### src/rtl/xor_join_stage.sv
// Joins two valid/ready streams, XORs each paired word and buffers the results
// in a small FIFO; also tracks completed output transfers and running parity.
module xor_join_stage #(
  parameter int WIDTH = 8,
  parameter int DEPTH = 2,
  parameter int CNT_W = 8
) (
  input  logic             clk,
  input  logic             rst_n,
  input  logic             a_valid,
  input  logic [WIDTH-1:0] a_data,
  output logic             a_ready,
  input  logic             b_valid,
  input  logic [WIDTH-1:0] b_data,
  output logic             b_ready,
  output logic             c_valid,
  output logic [WIDTH-1:0] c_data,
  input  logic             c_ready,
  output logic [CNT_W-1:0] count,
  output logic             parity,
  output logic             full
);

  localparam int PTR_W = (DEPTH > 1) ? $clog2(DEPTH) : 1;
  localparam int OCC_W = $clog2(DEPTH + 1);

  logic [WIDTH-1:0] mem_q [DEPTH];
  logic [PTR_W-1:0] wr_ptr_q, wr_ptr_d;
  logic [PTR_W-1:0] rd_ptr_q, rd_ptr_d;
  logic [OCC_W-1:0] occ_q, occ_d;
  logic [CNT_W-1:0] count_q, count_d;
  logic             parity_q, parity_d;

  logic             pop;
  logic             space;
  logic             push;
  logic [WIDTH-1:0] push_word;

  assign full    = (occ_q == OCC_W'(DEPTH));
  assign c_valid = (occ_q != '0);
  assign c_data  = mem_q[rd_ptr_q];
  assign count   = count_q;
  assign parity  = parity_q;
  assign a_ready = b_valid && space;
  assign b_ready = a_valid && space;

  // A full FIFO still accepts a pair in the cycle its head is consumed.
  always_comb begin
    pop       = c_valid && c_ready;
    space     = !full || pop;
    push      = a_valid && b_valid && space;
    push_word = a_data ^ b_data;

    wr_ptr_d = wr_ptr_q;
    rd_ptr_d = rd_ptr_q;
    occ_d    = occ_q;
    count_d  = count_q;
    parity_d = parity_q;

    if (push) begin
      wr_ptr_d = wr_ptr_q + PTR_W'(1);
      parity_d = parity_q ^ (^push_word);
    end
    if (pop) begin
      rd_ptr_d = rd_ptr_q + PTR_W'(1);
      count_d  = count_q + CNT_W'(1);
    end
    case ({push, pop})
      2'b10:   occ_d = occ_q + OCC_W'(1);
      2'b01:   occ_d = occ_q - OCC_W'(1);
      default: occ_d = occ_q;
    endcase
  end

  always_ff @(posedge clk) begin
    if (!rst_n) begin
      wr_ptr_q <= '0;
      rd_ptr_q <= '0;
      occ_q    <= '0;
      count_q  <= '0;
      parity_q <= 1'b0;
    end else begin
      wr_ptr_q <= wr_ptr_d;
      rd_ptr_q <= rd_ptr_d;
      occ_q    <= occ_d;
      count_q  <= count_d;
      parity_q <= parity_d;
    end
  end

  // Storage is not reset; stale words are unreachable once occupancy clears.
  always_ff @(posedge clk) begin
    if (push && rst_n) begin
      mem_q[wr_ptr_q] <= push_word;
    end
  end

endmodule

### config.mk
export PLATFORM = sky130hd
export DESIGN_NAME = xor_join_stage
export DESIGN_NICKNAME = d
export VERILOG_FILES = /design/src/rtl/xor_join_stage.sv
export SDC_FILE = /design/constraint.sdc
export NUM_CORES = 1
export LEC_CHECK = 0
export ABC_CLOCK_PERIOD_IN_PS = 3600
export BUFFER_PORTS_ARGS = -buffer_cell sky130_fd_sc_hd__clkbuf_2
export CAP_MARGIN = 10
export CORE_MARGIN = 2
export CORE_UTILIZATION = 42
export CTS_CLUSTER_SIZE = 30
export DETAILED_ROUTE_END_ITERATION = 10
export PLACE_DENSITY_LB_ADDON = 0.15
export SLEW_MARGIN = 25
export SYNTH_ARGS = -nofsm -noshare
export SYNTH_HDL_FRONTEND = slang
export SYNTH_SLANG_ARGS = --single-unit
### constraint.sdc
create_clock -name clk -period 3.6 [get_ports clk]
set_clock_uncertainty 0.05 [all_clocks]
set_input_delay 0.54 -clock clk [delete_from_list [all_inputs] [get_ports clk]]
set_output_delay 0.54 -clock clk [all_outputs]
set_load 0.05 [all_outputs]
==> results.md <==
- Post-cts sizing count: 0
- Max VDD drop: 0.163 mV
- Post-route setup slack: 1.44 ns
- Worst hold margin: 0.428 ns
- Std-Cell Rows: 20
- Final Max Tran Viols: 0
- Top cells by area, synth: edfxtp_1 35%, dfxtp_1 21%, xor2_1 7.7%
- Main synth FF type: edfxtp_1
- Worst setup path category: reg2out
- Cell count after synthesis: 112
- CTS Buf Count: 5
- Crit Path Max Fanout: 7
- Pin count of the biggest net entering global routing: 18
- Slew HR: 50.7%
- Syn nets: 134
- Initial DRC count: 16
- Clock Path Buffers: 2
- RSZ-0062 raised after global routing: false
- DR WL/cell: 11.5 µm
- Area share of the largest cell type after synthesis: 35.2%
- TritonCTS clock tree: done
- Htree depth: 2
- Worst slew pin tran: 0.737 ns
- Multi-input gate area: 596 µm²
- Synthesized area per cell: 12.2 µm²
- Critical path arrival: 1.57 ns
- Worst setup SP type: register
- Worst-skew pair later-pin latency: 0.31 ns
- Crit path capture type: primary output
- Gr usage total: 14.0%
- Area delta synth->final: 22.2%
- N_diodes: 0
- Vias in the first global route: 876
- Final Hold Fails: 0
- Core Region: 3080 µm²
- Congestion Overflow GR: 0
- Pwr dens: 423 nW/µm²
- CP required: 3.01 ns
- Post-synthesis cell type count: 25
- Setup TNS: 0 ns
- Hold Buf Count CTS: 0
- Syn Std Cell Area: 1360 µm²
- Fin crit share: 59.9%
- Pre-antenna DRT Iters: 4
- Worst slack at placement: 1.49 ns
- Sequential area share after synthesis: 55.8%
- Gpl congestion: 0.718
- EDFF count, synth: 16
- Vias: 947
- Routed vias/inst: 4.67
- Final setup vio count: 0
- Starting Density: 44.3%
- Status: finished clean
- Hpwl dp: 1740 µm
- Max capacitance violation total: 0
- Min-delay worst type: reg2reg
- Clock root buffer: clkbuf_4
- Minimum clock period: 2.16 ns
- Synth area leader: edfxtp_1
- Die W: 61.0 µm
- Yosys warns: 0
- First-pass GRT wire length: 3710 µm
- Reg area: 761 µm²
- I/O pin cnt: 42
- Clock sink count: 30
- Nets@finish: 180
- LEAKAGE: 0.715 nW
- # DRC: 0
- Initial antenna violation count: 0
- Max frequency: 464 MHz
- Drt total wl: 2330 µm
- Die Area: 3720 µm²
- Post-Place Cells: 195
- Ys async rst share: 0%
- Layout cells sized above 1: 35.8%
- Setup Fix Bufs, Post-CTS: 0
- I/O Buffers: 41
- Non-Filler Instances: 203
- Routed Antenna Nets: 0
- Filler cell count: 289
- Worst-path clk slew: 0.09 ns
- Die H: 61.0 µm
- Seq cells post-synth: 30
- Overall Power: 0.705 mW
[path summary, 6_finish.rpt]
kind / cells past startpoint / slack [ns] / end / start
worst max-delay path: 4 / 1.44 / b_ready / occ_q[1]
worst min-delay path: 2 / 0.43 / parity / parity
worst max register to register: 5 / 1.62 / mem_q[0][6] / occ_q[1]
worst min register to register: 2 / 0.43 / parity / parity
[critical path: stages, from the launching register on]
cell,delay (ns)
dfxtp_1,0.42
nor2b_1,0.19
nor2b_1,0.31
nor2b_1,0.08
clkbuf_2,0.24
[registers in the layout, indices dropped and copies added (netlist names), named ones only]
register / cells
occ_q: 2
wr_ptr_q: 1
parity: 1
rd_ptr_q: 1
mem_q: 16
count: 8
[cells by family (layout without fill, tap and decap cells)]
family	after synthesis	count (layout)	synth area share, %
xor gates and xnor gates	23	23	16.3
DFF	30	30	55.8
adders and majority gates	1	1	0.917
muxes	9	9	7.34
buffers and inverters	2	49	0.551
and+or+nand+nor	41	41	16.1
AOI/OAI and AO/OA	6	6	2.94
[placed cells by master (no fill, tap or decap), types with 5 or more instances in the layout]
master / instances
clkbuf_2: 41
edfxtp_1: 16
dfxtp_1: 14
xor2_1: 12
and2_1: 12
nand2_1: 9
xnor2_1: 9
mux2_2: 8
nor2_1: 5
clkbuf_4: 5
[stage by stage]
stage / instance area [µm²] / utilization (%)
after floorplan: 1360 / -
after global placement: 1620 / 52.5
after detailed placement: 1620 / 52.5
after CTS: 1670 / 54.1
after global routing: 1670 / 54.1
final: 1670 / 54.1
[layout make-up]
type / count / share of cell area (%)
Tap cell: 44 / 3.30
Sequential cell: 30 / 45.6
Clock inverter: 2 / 0.526
Multi-Input combinational cell: 80 / 35.7
Timing Repair Buffer: 41 / 12.3
Clock buffer: 6 / 2.48
[metal layers]
layer | global-route usage, % | up-vias | wire length (µm)
met1 | 17.3 | 440 | 1060
met2 | 22.4 | 32 | 1130
li1 | - | 475 | -
met3 | 6.40 | 0 | 140
met5 | 0 | - | 0
met4 | 3.73 | 0 | 0
[power breakdown]
part / switching, mW / internal (mW) / leakage, nW / total (mW)
Clock: 0.107 / 0.0732 / 0.0297 / 0.181
Sequential: 0.00867 / 0.375 / 0.259 / 0.383
Combinational: 0.0857 / 0.0549 / 0.426 / 0.141
[Yosys cell counts (all sizes together), types with 2 or more instances]
master / number
xnor2: 9
and3: 2
nand4: 2
edfxtp: 16
nand2: 9
nor2: 5
and2: 12
nand3: 4
xor2: 13
nor2b: 4
mux2: 8
o21ai: 2
dfxtp: 14
clkbuf: 2
Power figures use the tool's default switching activity.
